--- src/rtl/mc_ctrl_pkg.sv ---
// Shared definitions for the multi-cycle MIPS control unit: state encodings,
// opcode constants, ALUOp / PCSrc / RegDst codes and the packed control word
// produced by mc_decode.
package mc_ctrl_pkg;

  typedef enum logic [2:0] {
    S_IF   = 3'b000,
    S_ID   = 3'b001,
    S_EXE  = 3'b010,
    S_MEM  = 3'b011,
    S_WB   = 3'b100,
    S_HALT = 3'b111
  } state_e;

  localparam logic [5:0] OP_ADD   = 6'b000000;
  localparam logic [5:0] OP_SUB   = 6'b000001;
  localparam logic [5:0] OP_ADDIU = 6'b000010;
  localparam logic [5:0] OP_AND   = 6'b010000;
  localparam logic [5:0] OP_ANDI  = 6'b010001;
  localparam logic [5:0] OP_ORI   = 6'b010010;
  localparam logic [5:0] OP_XORI  = 6'b010011;
  localparam logic [5:0] OP_SLL   = 6'b011000;
  localparam logic [5:0] OP_SLTI  = 6'b011100;
  localparam logic [5:0] OP_SW    = 6'b100110;
  localparam logic [5:0] OP_LW    = 6'b100111;
  localparam logic [5:0] OP_BEQ   = 6'b110000;
  localparam logic [5:0] OP_BNE   = 6'b110001;
  localparam logic [5:0] OP_BLTZ  = 6'b110010;
  localparam logic [5:0] OP_J     = 6'b111000;
  localparam logic [5:0] OP_JR    = 6'b111001;
  localparam logic [5:0] OP_JAL   = 6'b111010;
  localparam logic [5:0] OP_HALT  = 6'b111111;

  localparam logic [2:0] ALU_ADD = 3'b000;
  localparam logic [2:0] ALU_SUB = 3'b001;
  localparam logic [2:0] ALU_SLL = 3'b010;
  localparam logic [2:0] ALU_OR  = 3'b011;
  localparam logic [2:0] ALU_AND = 3'b100;
  localparam logic [2:0] ALU_SLT = 3'b101;
  localparam logic [2:0] ALU_XOR = 3'b110;

  localparam logic [1:0] PC_NEXT   = 2'b00;
  localparam logic [1:0] PC_BRANCH = 2'b01;
  localparam logic [1:0] PC_RS     = 2'b10;
  localparam logic [1:0] PC_JUMP   = 2'b11;

  localparam logic [1:0] RD_RA = 2'b00;
  localparam logic [1:0] RD_RT = 2'b01;
  localparam logic [1:0] RD_RD = 2'b10;

  typedef struct packed {
    logic       pc_wre;
    logic       ir_wre;
    logic       ins_mem_rw;
    logic       reg_wre;
    logic       alu_src_a;
    logic       alu_src_b;
    logic       db_data_src;
    logic       wr_reg_d_src;
    logic [1:0] reg_dst;
    logic       ext_sel;
    logic       m_rd;
    logic       m_wr;
    logic [1:0] pc_src;
    logic [2:0] alu_op;
  } ctrl_t;

  // Anything outside this set is executed as a NOP.
  function automatic logic op_valid(input logic [5:0] op);
    case (op)
      OP_ADD, OP_SUB, OP_ADDIU, OP_AND, OP_ANDI, OP_ORI, OP_XORI,
      OP_SLL, OP_SLTI, OP_SW, OP_LW, OP_BEQ, OP_BNE, OP_BLTZ,
      OP_J, OP_JR, OP_JAL, OP_HALT: op_valid = 1'b1;
      default:                      op_valid = 1'b0;
    endcase
  endfunction

endpackage

--- src/rtl/mc_decode.sv ---
// Purely combinational control decode: (state, op, zero, sign) -> control word.
// Ports: state (current FSM state), op (IR opcode), zero/sign (ALU flags,
// meaningful in EXE), ctrl (every datapath enable and mux select).
// Reset masking and memory-wait gating are applied by the parent.
module mc_decode
  import mc_ctrl_pkg::*;
(
  input  state_e     state,
  input  logic [5:0] op,
  input  logic       zero,
  input  logic       sign,
  output ctrl_t      ctrl
);

  always_comb begin
    ctrl              = '0;
    ctrl.reg_dst      = RD_RT;
    ctrl.wr_reg_d_src = 1'b1;
    ctrl.ext_sel      = 1'b1;
    ctrl.alu_op       = ALU_ADD;
    ctrl.pc_src       = PC_NEXT;

    // ALU operand selects are held from EXE through WB so the ALU result
    // stays stable while it is consumed.
    if (state == S_EXE || state == S_MEM || state == S_WB) begin
      case (op)
        OP_SUB, OP_BEQ, OP_BNE, OP_BLTZ: ctrl.alu_op = ALU_SUB;
        OP_AND:  ctrl.alu_op = ALU_AND;
        OP_ANDI: begin ctrl.alu_op = ALU_AND; ctrl.alu_src_b = 1'b1; ctrl.ext_sel = 1'b0; end
        OP_ORI:  begin ctrl.alu_op = ALU_OR;  ctrl.alu_src_b = 1'b1; ctrl.ext_sel = 1'b0; end
        OP_XORI: begin ctrl.alu_op = ALU_XOR; ctrl.alu_src_b = 1'b1; ctrl.ext_sel = 1'b0; end
        OP_SLL:  begin ctrl.alu_op = ALU_SLL; ctrl.alu_src_a = 1'b1; end
        OP_SLTI: begin ctrl.alu_op = ALU_SLT; ctrl.alu_src_b = 1'b1; end
        OP_ADDIU, OP_LW, OP_SW: ctrl.alu_src_b = 1'b1;
        default: ;
      endcase
    end

    case (state)
      S_IF: begin
        ctrl.ins_mem_rw = 1'b1;
        ctrl.ir_wre     = 1'b1;
      end
      S_ID: begin
        case (op)
          OP_J:  begin ctrl.pc_wre = 1'b1; ctrl.pc_src = PC_JUMP; end
          OP_JR: begin ctrl.pc_wre = 1'b1; ctrl.pc_src = PC_RS; end
          OP_JAL: begin
            ctrl.pc_wre       = 1'b1;
            ctrl.pc_src       = PC_JUMP;
            ctrl.reg_wre      = 1'b1;
            ctrl.reg_dst      = RD_RA;
            ctrl.wr_reg_d_src = 1'b0;
          end
          default: begin
            if (!op_valid(op)) ctrl.pc_wre = 1'b1;
          end
        endcase
      end
      S_EXE: begin
        case (op)
          OP_BEQ:  begin ctrl.pc_wre = 1'b1; if (zero)  ctrl.pc_src = PC_BRANCH; end
          OP_BNE:  begin ctrl.pc_wre = 1'b1; if (!zero) ctrl.pc_src = PC_BRANCH; end
          OP_BLTZ: begin ctrl.pc_wre = 1'b1; if (sign)  ctrl.pc_src = PC_BRANCH; end
          default: ;
        endcase
      end
      S_MEM: begin
        if (op == OP_SW) begin
          ctrl.m_wr   = 1'b1;
          ctrl.pc_wre = 1'b1;
        end else begin
          ctrl.m_rd = 1'b1;
        end
      end
      S_WB: begin
        ctrl.reg_wre      = 1'b1;
        ctrl.wr_reg_d_src = 1'b1;
        ctrl.pc_wre       = 1'b1;
        ctrl.db_data_src  = (op == OP_LW);
        if (op == OP_ADD || op == OP_SUB || op == OP_AND || op == OP_SLL)
          ctrl.reg_dst = RD_RD;
      end
      default: ;
    endcase
  end

endmodule

--- src/rtl/multi_cycle_ctrl.sv ---
// Multi-cycle MIPS control unit: holds the IF/ID/EXE/MEM/WB/HALT state
// register and next-state logic; control outputs come from mc_decode.
// Ports: clk, Rst (sync, active-high), op, zero, sign, mem_ready inputs;
// PCWre, IRWre, InsMemRW, RegWre, ALUSrcA, ALUSrcB, DBDataSrc, WrRegDSrc,
// RegDst, ExtSel, mRD, mWR, PCSrc, ALUOp control outputs; state (debug).
// Optional macro MC_MEM_WAIT_EN: MEM stalls while mem_ready=0, with the
// memory strobe held and the exit actions deferred to the mem_ready=1 cycle.
module multi_cycle_ctrl
  import mc_ctrl_pkg::*;
(
  input  logic       clk,
  input  logic       Rst,
  input  logic [5:0] op,
  input  logic       zero,
  input  logic       sign,
  input  logic       mem_ready,
  output logic       PCWre,
  output logic       IRWre,
  output logic       InsMemRW,
  output logic       RegWre,
  output logic       ALUSrcA,
  output logic       ALUSrcB,
  output logic       DBDataSrc,
  output logic       WrRegDSrc,
  output logic [1:0] RegDst,
  output logic       ExtSel,
  output logic       mRD,
  output logic       mWR,
  output logic [1:0] PCSrc,
  output logic [2:0] ALUOp,
  output logic [2:0] state
);

  state_e state_q, state_d;
  ctrl_t  ctrl;
  logic   mem_go;

`ifdef MC_MEM_WAIT_EN
  assign mem_go = !(state_q == S_MEM && !mem_ready);
`else
  logic unused_mem_ready;
  assign unused_mem_ready = mem_ready;
  assign mem_go = 1'b1;
`endif

  mc_decode u_decode (
    .state (state_q),
    .op    (op),
    .zero  (zero),
    .sign  (sign),
    .ctrl  (ctrl)
  );

  always_comb begin
    state_d = state_q;
    case (state_q)
      S_IF: state_d = S_ID;
      S_ID: begin
        case (op)
          OP_J, OP_JR, OP_JAL: state_d = S_IF;
          OP_HALT:             state_d = S_HALT;
          default:             state_d = op_valid(op) ? S_EXE : S_IF;
        endcase
      end
      S_EXE: begin
        case (op)
          OP_BEQ, OP_BNE, OP_BLTZ: state_d = S_IF;
          OP_LW, OP_SW:            state_d = S_MEM;
          default:                 state_d = S_WB;
        endcase
      end
      S_MEM: begin
        if (mem_go) state_d = (op == OP_LW) ? S_WB : S_IF;
      end
      S_WB:   state_d = S_IF;
      S_HALT: state_d = S_HALT;
      default: state_d = S_IF;
    endcase
  end

  always_ff @(posedge clk) begin
    if (Rst) state_q <= S_IF;
    else     state_q <= state_d;
  end

  // Enables are suppressed during reset; PCWre also waits out a memory stall.
  assign PCWre     = ctrl.pc_wre & mem_go & ~Rst;
  assign IRWre     = ctrl.ir_wre & ~Rst;
  assign InsMemRW  = ctrl.ins_mem_rw;
  assign RegWre    = ctrl.reg_wre & ~Rst;
  assign ALUSrcA   = ctrl.alu_src_a;
  assign ALUSrcB   = ctrl.alu_src_b;
  assign DBDataSrc = ctrl.db_data_src;
  assign WrRegDSrc = ctrl.wr_reg_d_src;
  assign RegDst    = ctrl.reg_dst;
  assign ExtSel    = ctrl.ext_sel;
  assign mRD       = ctrl.m_rd & ~Rst;
  assign mWR       = ctrl.m_wr & ~Rst;
  assign PCSrc     = ctrl.pc_src;
  assign ALUOp     = ctrl.alu_op;
  assign state     = state_q;

endmodule

--- config.mk ---
export PLATFORM = sky130hd
export DESIGN_NAME = multi_cycle_ctrl
export DESIGN_NICKNAME = d
export VERILOG_FILES = /design/src/rtl/mc_ctrl_pkg.sv /design/src/rtl/mc_decode.sv /design/src/rtl/multi_cycle_ctrl.sv
export SDC_FILE = /design/constraint.sdc
export NUM_CORES = 1
export LEC_CHECK = 0
export ABC_AREA = 1
export CAP_MARGIN = 15
export CORE_MARGIN = 2
export CORE_UTILIZATION = 36
export CTS_BUF_LIST = sky130_fd_sc_hd__clkbuf_2 sky130_fd_sc_hd__clkbuf_4 sky130_fd_sc_hd__clkbuf_8
export CTS_CLUSTER_DIAMETER = 40
export DETAILED_ROUTE_END_ITERATION = 10
export GPL_TIMING_DRIVEN = 0
export PLACE_DENSITY = 0.77
export SLEW_MARGIN = 20
export SYNTH_ARGS = -nofsm -noshare
export SYNTH_HDL_FRONTEND = slang
export SYNTH_SLANG_ARGS = --single-unit
--- constraint.sdc ---
create_clock -name clk -period 1.6 [get_ports clk]
set_clock_uncertainty 0.2 [all_clocks]
set_input_delay 0.32 -clock clk [delete_from_list [all_inputs] [get_ports clk]]
set_output_delay 0.32 -clock clk [all_outputs]
set_load 0.02 [all_outputs]
==> results.py, run 1 <==
metrics = {
    "pwr": {
        "irDropWorstVdd_mv": 0.437,
        "totalPowerFinal_mw": 0.533,
        "power_density_nw_per_um2": 376,
        "p_leak_nw": 0.650,
    },
    "setup_path": {
        "crit_family": "simple AND/OR/NAND/NOR gates",
        "start_kind": "primary input",
        "worstPathCellList": "buf_4 > nand2_1 > inv_1 > nand3_4 > o21ai_2 > nor2_1 > nand3_1 > nand2_2 > nor2_4 > buf_6",
        "cp.depth": 10,
        "r2r-start": "state[1]",
        "endpoint": "PCWre",
        "slowest_stage": "o21ai_2",
        "cp-startpoint": "op[4]",
        "reg2regPathDepth": 6,
        "rrSetupSlack_ns": -0.04,
        "path_buf_inv": 3,
        "cp_data_arrival_time_ns": 1.57,
        "crit_type": "in -> out",
        "crit_required_ns": 1.08,
        "r2r_end": "state[0]",
        "max_stage_delay_ns": 0.21,
        "end_kind": "output pin",
        "cp_max_fo": 7,
    },
    "grt": {
        "grt_busiest_layer": "met2",
        "grt_overflow": 0,
        "grt_pass1_vias": 1115,
        "grt.total_usage_pct": 35.3,
        "met1_usage_pct": 40.7,
        "antenna_found_initial": 0,
        "grt_start_max_net_pins": 9,
        "grt_pass1_wl_um": 5060,
        "use_met3_pct": 11.6,
        "met2_usage_pct": 55.7,
    },
    "floorplan": {
        "start_util_pct": 39.2,
        "die_h_um": 45.0,
        "die_area_um2": 2020,
        "fp.coreArea_um2": 1540,
        "num_rows": 14,
        "chipWidth_um": 45.0,
        "ios": 32,
    },
    "layout": {
        "fin_nets": 193,
        "drive_gt1_share_pct": 66.9,
        "syn_to_final_growth_pct": 135,
        "final_common_cell": "buf_4",
        "fillCellCount": 56,
        "num_antenna_cells": 0,
        "multi_input_area_um2": 711,
        "regArea_um2": 71.3,
        "final_cell_mix": "buf_4, nand2_1, nor2_4",
        "largest_register_ffs": 3,
    },
    "sta": {
        "min_period_ns": 2.09,
        "fmax_mhz": 479,
        "period_share_pct": 131,
        "tightest_slew_ns": 0.382,
        "fin_ws_ns": -0.489,
        "slew_viol_final": 0,
        "grt_setup_unrepaired": "true",
        "timing.hold.ws_ns": 0.355,
        "final-hold-violation-count": 0,
        "slew_headroom_pct": 74.3,
        "setup_viol": 20,
    },
    "clock_tree": {
        "cts_sinks": 3,
        "cts_buffer_depth": 2,
        "htreeDepth": 1,
        "clockRootBuffer": "clkbuf_4",
        "clkSlewWorstSetupHoldPaths_ns": 0.05,
        "cts_buffers": 3,
        "cts_hold_buf": 0,
        "cts_tree": "yes",
        "clk_latency_ns": 0.25,
    },
    "drt": {
        "viasPerCell": 6.42,
        "drtAntennaViolNets": 0,
        "num_vias": 1265,
        "first_iter_violations": 91,
        "wirelength_um": 4150,
        "drc": 0,
        "firstDrtPassIters": 6,
        "wire_per_inst_um": 21.1,
    },
    "synthesis": {
        "ys_seq_area_share_pct": 9.94,
        "syn_area_per_cell_um2": 4.99,
        "ys_ff_latch": 3,
        "netlist_area_um2": 604,
        "yosysUniqueCellTypes": 20,
        "ys_warn_count": 0,
        "syn-num-nets": 132,
        "postSynthCellCount": 121,
    },
    "place": {
        "gp_congestion": 0.927,
        "io_buffer_count": 29,
        "hpwl_um": 1610,
    },
    "run_status": {
        "status": "complete, but fails checks",
        "failed_checks": "setup timing",
    },
    "run": {
        "maxCapViolations": 0,
    },
    "hold_path": {
        "hold_path_depth": 2,
        "hp-class": "in -> reg",
    },
}
==> per-stage QoR <==
stage	instance area [um^2]	TNS (ns)	util [%]	setup slack, ns	std cells
2_1_floorplan	682	-1.12	-	-0.166	121
3_3_place_gp	992	-19.42	64.4	-1.32	166
3_5_place_dp	992	-19.93	64.4	-1.35	166
4_1_cts	1300	-3.34	84.4	-0.324	190
5_1_grt	1420	-5.95	92.0	-0.511	197
6_report	1420	-5.40	92.0	-0.489	197
==> final cells by class <==
cell class / count / share of cell area, %
Multi-Input combinational cell: 96 / 50.1
Timing Repair Buffer: 56 / 34.0
Inverter: 21 / 6.27
Sequential cell: 3 / 5.03
Clock buffer: 4 / 2.12
Tap cell: 16 / 1.41
Buffer: 1 / 1.06
==> power by group <==
group          total [mW]  internal [mW]  switching (mW)
combinational       0.277          0.108           0.169
sequential         0.0883         0.0769          0.0114
clock               0.168          0.111          0.0562
==> what timing repair did <==
| item | CTS | global route |
|---|---|---|
| resized for setup | 177 | 23 |
| buffers inserted | 20 | 7 |
| gates cloned | 0 | 0 |
| endpoints found under the setup margin | 24 | 19 |
| pin swaps | 25 | 10 |
==> routing by layer <==
metal  vias to the layer above  wire (um)
met3                        49        495
met5                         -          0
met2                       133       1880
met1                       567       1420
li1                        516          -
met4                         0        348
==> cells in the mapped netlist <==
cell type | n | share of area (%)
a41oi_1 | 1 | 1.4
o211ai_1 | 1 | 1.2
inv_1 | 18 | 11
a31oi_1 | 2 | 2.1
a21oi_1 | 7 | 5.8
or2_1 | 1 | 1.0
nor2_1 | 25 | 16
nor3_1 | 4 | 3.3
nor2_2 | 3 | 3.1
o41ai_1 | 1 | 1.4
nand4_1 | 4 | 4.1
nand2_1 | 28 | 17
nand2_2 | 3 | 3.1
dfxtp_1 | 3 | 9.9
nor2_4 | 2 | 3.7
o21ai_1 | 2 | 1.7
buf_6 | 1 | 1.9
and3_1 | 1 | 1.0
inv_2 | 3 | 1.9
nand3_1 | 11 | 9.1
==> how the worst min path moves through the flow <==
stage                          end     start
after global placement    state[2]  state[2]
after global routing      state[1]       Rst
after floorplan           state[0]       Rst
after CTS                 state[0]       Rst
final                     state[1]       Rst
after detailed placement  state[2]  state[2]
==> logic make-up after synthesis <==
logic type             count (synthesis)  share of synthesized area, %
AOI/OAI and AO/OA                     14                          13.7
buffers and inverters                 22                          14.9
DFF                                    3                          9.94
and+or+nand+nor                       82                          61.5
==> worst register-to-register path: cells and delay by family, from the launching register on <==
kind,cells,cell delay [ns]
AOI/OAI and AO/OA,1,0.20
DFF,1,0.37
and+or+nand+nor,3,0.55
buffers and inverters,2,0.23
No activity file was read; power rests on OpenSTA's default activity.
==> inputs of run 2 (changes only) <==
--- a/config.mk
+++ b/config.mk
@@ -7,13 +7,14 @@
 export LEC_CHECK = 0
 export ABC_AREA = 1
 export CAP_MARGIN = 15
-export CORE_MARGIN = 2
-export CORE_UTILIZATION = 36
+export CORE_AREA = 2 2 39 41
 export CTS_BUF_LIST = sky130_fd_sc_hd__clkbuf_2 sky130_fd_sc_hd__clkbuf_4 sky130_fd_sc_hd__clkbuf_8
 export CTS_CLUSTER_DIAMETER = 40
 export DETAILED_ROUTE_END_ITERATION = 10
+export DIE_AREA = 0 0 41 43
+export DONT_BUFFER_PORTS = 1
 export GPL_TIMING_DRIVEN = 0
-export PLACE_DENSITY = 0.77
+export PLACE_DENSITY = 0.62
 export SLEW_MARGIN = 20
 export SYNTH_ARGS = -nofsm -noshare
 export SYNTH_HDL_FRONTEND = slang
==> run 2 against run 1 <==
- critical endpoint is now RegWre
- utilization is 22 points lower
- largest power group unchanged
- maximum frequency is 1.9% higher
- highest routed layer is now met3
- register-to-register slack better by 0.06 ns
- clock power is 5% lower
- non-clock buffer count is 43 lower
- the flow still finishes with violations (setup timing)
- final area is 32% lower
- combinational power is 41% lower
- global-route usage is 9.7 points lower
- clock-buffer cell count stayed put
- critical path type is now reg -> out
- sequential share of layout area is 2.3 points higher
==> results.py, run 2 (synthesis gave the netlist of run 1 again) <==
metrics = {
    "layout": {
        "fin_nets": 150,
        "final_cell_mix": "nand2_1, nor2_1, inv_2, buf_4",
        "syn_to_final_growth_pct": 60.7,
        "largest_register_ffs": 3,
        "fillCellCount": 120,
        "drive_gt1_share_pct": 48.6,
        "regArea_um2": 71.3,
        "final_util_pct": 70.2,
        "multi_input_area_um2": 644,
        "final_common_cell": "nand2_1",
        "num_antenna_cells": 0,
    },
    "setup_path": {
        "reg2regPathDepth": 7,
        "crit_required_ns": 1.08,
        "cp_max_fo": 5,
        "cp_data_arrival_time_ns": 1.53,
        "end_kind": "output pin",
        "start_kind": "register",
        "crit_type": "reg -> out",
        "rrSetupSlack_ns": 0.02,
        "r2r-start": "state[1]",
        "r2r_end": "state[1]",
    },
    "drt": {
        "num_vias": 851,
        "wirelength_um": 2100,
        "drtAntennaViolNets": 0,
        "firstDrtPassIters": 4,
        "wire_per_inst_um": 13.6,
        "viasPerCell": 5.53,
        "drc": 0,
        "first_iter_violations": 35,
    },
    "clock_tree": {
        "cts_tree": "yes",
        "htreeDepth": 1,
        "cts_buffers": 3,
        "cts_sinks": 3,
        "clk_latency_ns": 0.24,
        "clkSlewWorstSetupHoldPaths_ns": 0.04,
        "clockRootBuffer": "clkbuf_4",
        "cts_buffer_depth": 2,
    },
    "grt": {
        "grt_pass1_wl_um": 3260,
        "antenna_found_initial": 0,
        "grt.total_usage_pct": 25.6,
        "grt_busiest_layer": "met2",
        "met2_usage_pct": 39.7,
        "grt_overflow": 0,
        "use_met3_pct": 5.24,
        "met1_usage_pct": 34.9,
        "grt_start_max_net_pins": 9,
        "grt_pass1_vias": 812,
    },
    "pwr": {
        "power_density_nw_per_um2": 425,
        "irDropWorstVdd_mv": 0.238,
        "p_leak_nw": 0.387,
        "totalPowerFinal_mw": 0.413,
    },
    "hold_path": {
        "min_to": "state[2]",
        "hold_path_depth": 4,
        "hold_start": "op[2]",
        "hp-class": "in -> reg",
    },
    "run_status": {
        "status": "complete, but fails checks",
        "failed_checks": "setup timing",
    },
    "floorplan": {
        "start_util_pct": 43.7,
        "die_h_um": 43,
        "ios": 32,
        "chipWidth_um": 41,
        "die_area_um2": 1760,
        "num_rows": 14,
        "fp.coreArea_um2": 1380,
    },
    "sta": {
        "final-hold-violation-count": 0,
        "grt_setup_unrepaired": "true",
        "tns_ns": -4.96,
        "timing.hold.ws_ns": 0.272,
        "period_share_pct": 128,
        "slew_headroom_pct": 61.6,
        "min_period_ns": 2.05,
        "slew_viol_final": 0,
        "fin_ws_ns": -0.450,
        "setup_viol": 18,
        "tightest_slew_ns": 0.570,
        "fmax_mhz": 488,
    },
    "place": {
        "hpwl_um": 1450,
        "io_buffer_count": 0,
        "gp_congestion": 0.865,
        "place_ws_ns": -0.338,
    },
    "run": {
        "maxCapViolations": 0,
    },
}
-- run 2: changes by cell type in the layout (fill, tap and decap cells not counted), sizes merged --
cell / previous run / this run
buf: 51 / 13
clkbuf: 6 / 4
dlygate4sd2: 4 / 0
dlygate4sd3: 0 / 1
-- run 2: cell type report --
class	count	share of cell area, %
plain buffers	1	1.16
clock buffers	4	3.09
inverters	21	8.89
multi-input cells	96	66.4
flip-flops and latches	3	7.35
well taps	16	2.06
repair buffers	13	11.1
-- run 2: power breakdown --
group          leakage [nW]  total (mW)  internal (mW)  switching (mW)
clock network        0.0184       0.159          0.111          0.0485
registers            0.0266      0.0900         0.0771          0.0129
logic                 0.342       0.163         0.0624           0.101
total                 0.387       0.413          0.250           0.162
-- run 2: critical path: stages, from the launching register on --
cell	delay (ns)
dfxtp_4	0.38
inv_4	0.08
nand3_4	0.07
inv_2	0.06
nand4_1	0.36
a21oi_4	0.34
-- run 2: what timing repair did --
| item | in CTS | in global routing |
|---|---|---|
| endpoints found under the hold margin | 3 | 0 |
| pin swaps | 10 | 3 |
| setup endpoints to repair | 17 | 20 |
| buffers inserted | 7 | 5 |
| hold buffers | 1 | 0 |
| resized for setup | 26 | 7 |
-- run 2: metal layers --
layer / vias up / routed length [um]
met2: 31 / 1040
met3: 0 / 113
met5: - / 0
li1: 428 / -
met1: 392 / 944
met4: 0 / 0
-- run 2: stage by stage --
| stage | std cells | cell area (um^2) |
|---|---|---|
| 3_3_place_gp | 137 | 702 |
| 2_1_floorplan | 121 | 682 |
| 5_1_grt | 154 | 971 |
| 3_5_place_dp | 137 | 702 |
| 6_report | 154 | 971 |
| 4_1_cts | 149 | 898 |
-- run 2: how the worst max path moves through the flow --
stage	cells after the start	to	start	slack, ns
2_1_floorplan	5	RegWre	state[2]	-0.17
3_3_place_gp	5	RegWre	state[2]	-0.30
3_5_place_dp	5	ALUOp[0]	state[0]	-0.34
4_1_cts	5	RegWre	state[1]	-0.43
5_1_grt	6	RegDst[0]	state[1]	-0.53
6_report	5	RegWre	state[1]	-0.45
==> inputs of run 3 (changes only) <==
--- a/config.mk
+++ b/config.mk
@@ -6,7 +6,7 @@
 export NUM_CORES = 1
 export LEC_CHECK = 0
 export ABC_AREA = 1
-export CAP_MARGIN = 15
+export CAP_MARGIN = 20
 export CORE_AREA = 2 2 39 41
 export CTS_BUF_LIST = sky130_fd_sc_hd__clkbuf_2 sky130_fd_sc_hd__clkbuf_4 sky130_fd_sc_hd__clkbuf_8
 export CTS_CLUSTER_DIAMETER = 40
==> constraint.sdc (replaced) <==
create_clock -name clk -period 1.6 [get_ports clk]
set_clock_uncertainty 0.2 [all_clocks]
set_input_delay 0.32 -clock clk [delete_from_list [all_inputs] [get_ports clk]]
set_output_delay 0.32 -clock clk [all_outputs]
set_load 0.01 [all_outputs]
==> run 3 against run 2 <==
- the run still ends with setup timing left
- critical path depth rose by 1
- worst hold slack got worse by 0.019 ns
- sequential share of layout area is 0.17 points higher
- maximum frequency is 8.9% higher
- critical endpoint is now ExtSel
==> results.py, run 3 (synthesis gave the netlist of run 1 again) <==
metrics = {
    "grt": {
        "antenna_found_initial": 0,
        "grt_pass1_vias": 742,
        "grt_pass1_wl_um": 3100,
        "grt_overflow": 0,
        "grt.total_usage_pct": 25.2,
        "grt_start_max_net_pins": 9,
    },
    "sta": {
        "period_share_pct": 118,
        "setup_viol": 15,
        "timing.hold.ws_ns": 0.254,
        "tightest_slew_ns": 0.388,
        "min_period_ns": 1.88,
        "final-hold-violation-count": 0,
        "tns_ns": -2.61,
        "fmax_mhz": 531,
        "fin_ws_ns": -0.283,
        "grt_setup_unrepaired": "true",
        "slew_viol_final": 0,
        "slew_headroom_pct": 73.9,
    },
    "place": {
        "gp_congestion": 0.878,
        "place_inst": 137,
        "hpwl_um": 1390,
        "io_buffer_count": 0,
    },
    "pwr": {
        "power_density_nw_per_um2": 417,
        "p_leak_nw": 0.389,
        "totalPowerFinal_mw": 0.395,
        "irDropWorstVdd_mv": 0.299,
    },
    "drt": {
        "drtAntennaViolNets": 0,
        "firstDrtPassIters": 4,
        "viasPerCell": 5.69,
        "num_vias": 877,
        "first_iter_violations": 30,
        "wirelength_um": 2110,
        "wire_per_inst_um": 13.7,
        "drc": 0,
    },
    "clock_tree": {
        "clk_latency_ns": 0.24,
        "htreeDepth": 1,
        "clkSlewWorstSetupHoldPaths_ns": 0.04,
        "clockRootBuffer": "clkbuf_4",
        "cts_sinks": 3,
        "cts_tree": "yes",
        "cts_buffers": 3,
        "cts_buffer_depth": 2,
    },
    "setup_path": {
        "max_stage_delay_ns": 0.41,
        "r2r-start": "state[1]",
        "reg2regPathDepth": 6,
        "path_common_cell": "nor2_1",
        "end_kind": "output pin",
        "cp-startpoint": "state[0]",
        "slowest_stage": "dfxtp_4",
        "start_kind": "register",
        "worstPathCellList": "nor2_1 > nand2_2 > inv_2 > a21oi_4 > nor2_1 > nand2_1",
        "crit_required_ns": 1.08,
        "cp_max_fo": 6,
        "crit_type": "reg -> out",
        "cp_data_arrival_time_ns": 1.36,
    },
    "floorplan": {
        "ios": 32,
        "num_rows": 14,
        "fp.coreArea_um2": 1380,
        "die_area_um2": 1760,
        "chipWidth_um": 41,
        "start_util_pct": 43.7,
        "die_h_um": 43,
    },
    "layout": {
        "multi_input_area_um2": 621,
        "num_antenna_cells": 0,
        "syn_to_final_growth_pct": 56.9,
        "final_common_cell": "nand2_1",
        "final_util_pct": 68.5,
        "regArea_um2": 71.3,
        "fillCellCount": 129,
        "drive_gt1_share_pct": 50.0,
        "fin_nets": 150,
        "final_cell_mix": "nand2_1, nor2_1, inv_2, nor2_2, buf_4",
        "instances_no_fill": 154,
        "largest_register_ffs": 3,
    },
    "run_status": {
        "failed_checks": "setup timing",
        "status": "complete, but fails checks",
    },
    "hold_path": {
        "hp-class": "in -> reg",
        "hold_path_depth": 5,
        "hold_start": "op[2]",
    },
    "run": {
        "maxCapViolations": 0,
    },
}
[run 3: cell counts in the layout (fill, tap and decap cells not counted)]
Identical to the previous run, type by type.
[run 3: final timing paths]
check        slack (ns)        to
max               -0.28    ExtSel
min                0.25  state[1]
max reg2reg        0.13  state[2]
min reg2reg        0.49  state[2]
[run 3: metrics by stage]
step           area (um^2)  setup slack, ns
2_1_floorplan          638           -0.101
3_3_place_gp           658           -0.291
3_5_place_dp           658           -0.284
4_1_cts                881           -0.258
5_1_grt                948           -0.378
6_report               948           -0.283
[run 3: area by class of cell]
type,instances,share of cell area (%)
plain buffers,1,1.58
repair buffers,13,11.3
clock buffers,4,3.17
multi-input cells,96,65.4
flip-flops and latches,3,7.52
well taps,16,2.11
inverters,21,8.84
[run 3: repair_timing]
action | CTS | global route
setup buffers | 10 | 3
setup endpoints to repair | 15 | 18
pin swaps | 11 | 7
hold endpoints to repair | 3 | 0
resized for setup | 33 | 12
hold buffers | 1 | 0
[run 3: where the power goes]
group	internal (mW)	total, mW	switching (mW)
Combinational	0.0577	0.144	0.0859
Sequential	0.0770	0.0902	0.0131
Clock	0.111	0.162	0.0504
[run 3: per-layer routing]
layer | vias to the layer above | routed length, um | track usage [%]
met2 | 53 | 1100 | 40.9
met1 | 394 | 795 | 31.7
met4 | 0 | 20 | 6.00
met5 | - | 0 | 0
li1 | 428 | - | -
met3 | 2 | 196 | 6.28
[run 3: critical path: cells and delay by family (launching register included)]
kind | cells | cell delay [ns]
and+or+nand+nor | 4 | 0.38
DFF | 1 | 0.41
buffers and inverters | 1 | 0.07
AOI/OAI and AO/OA | 1 | 0.26
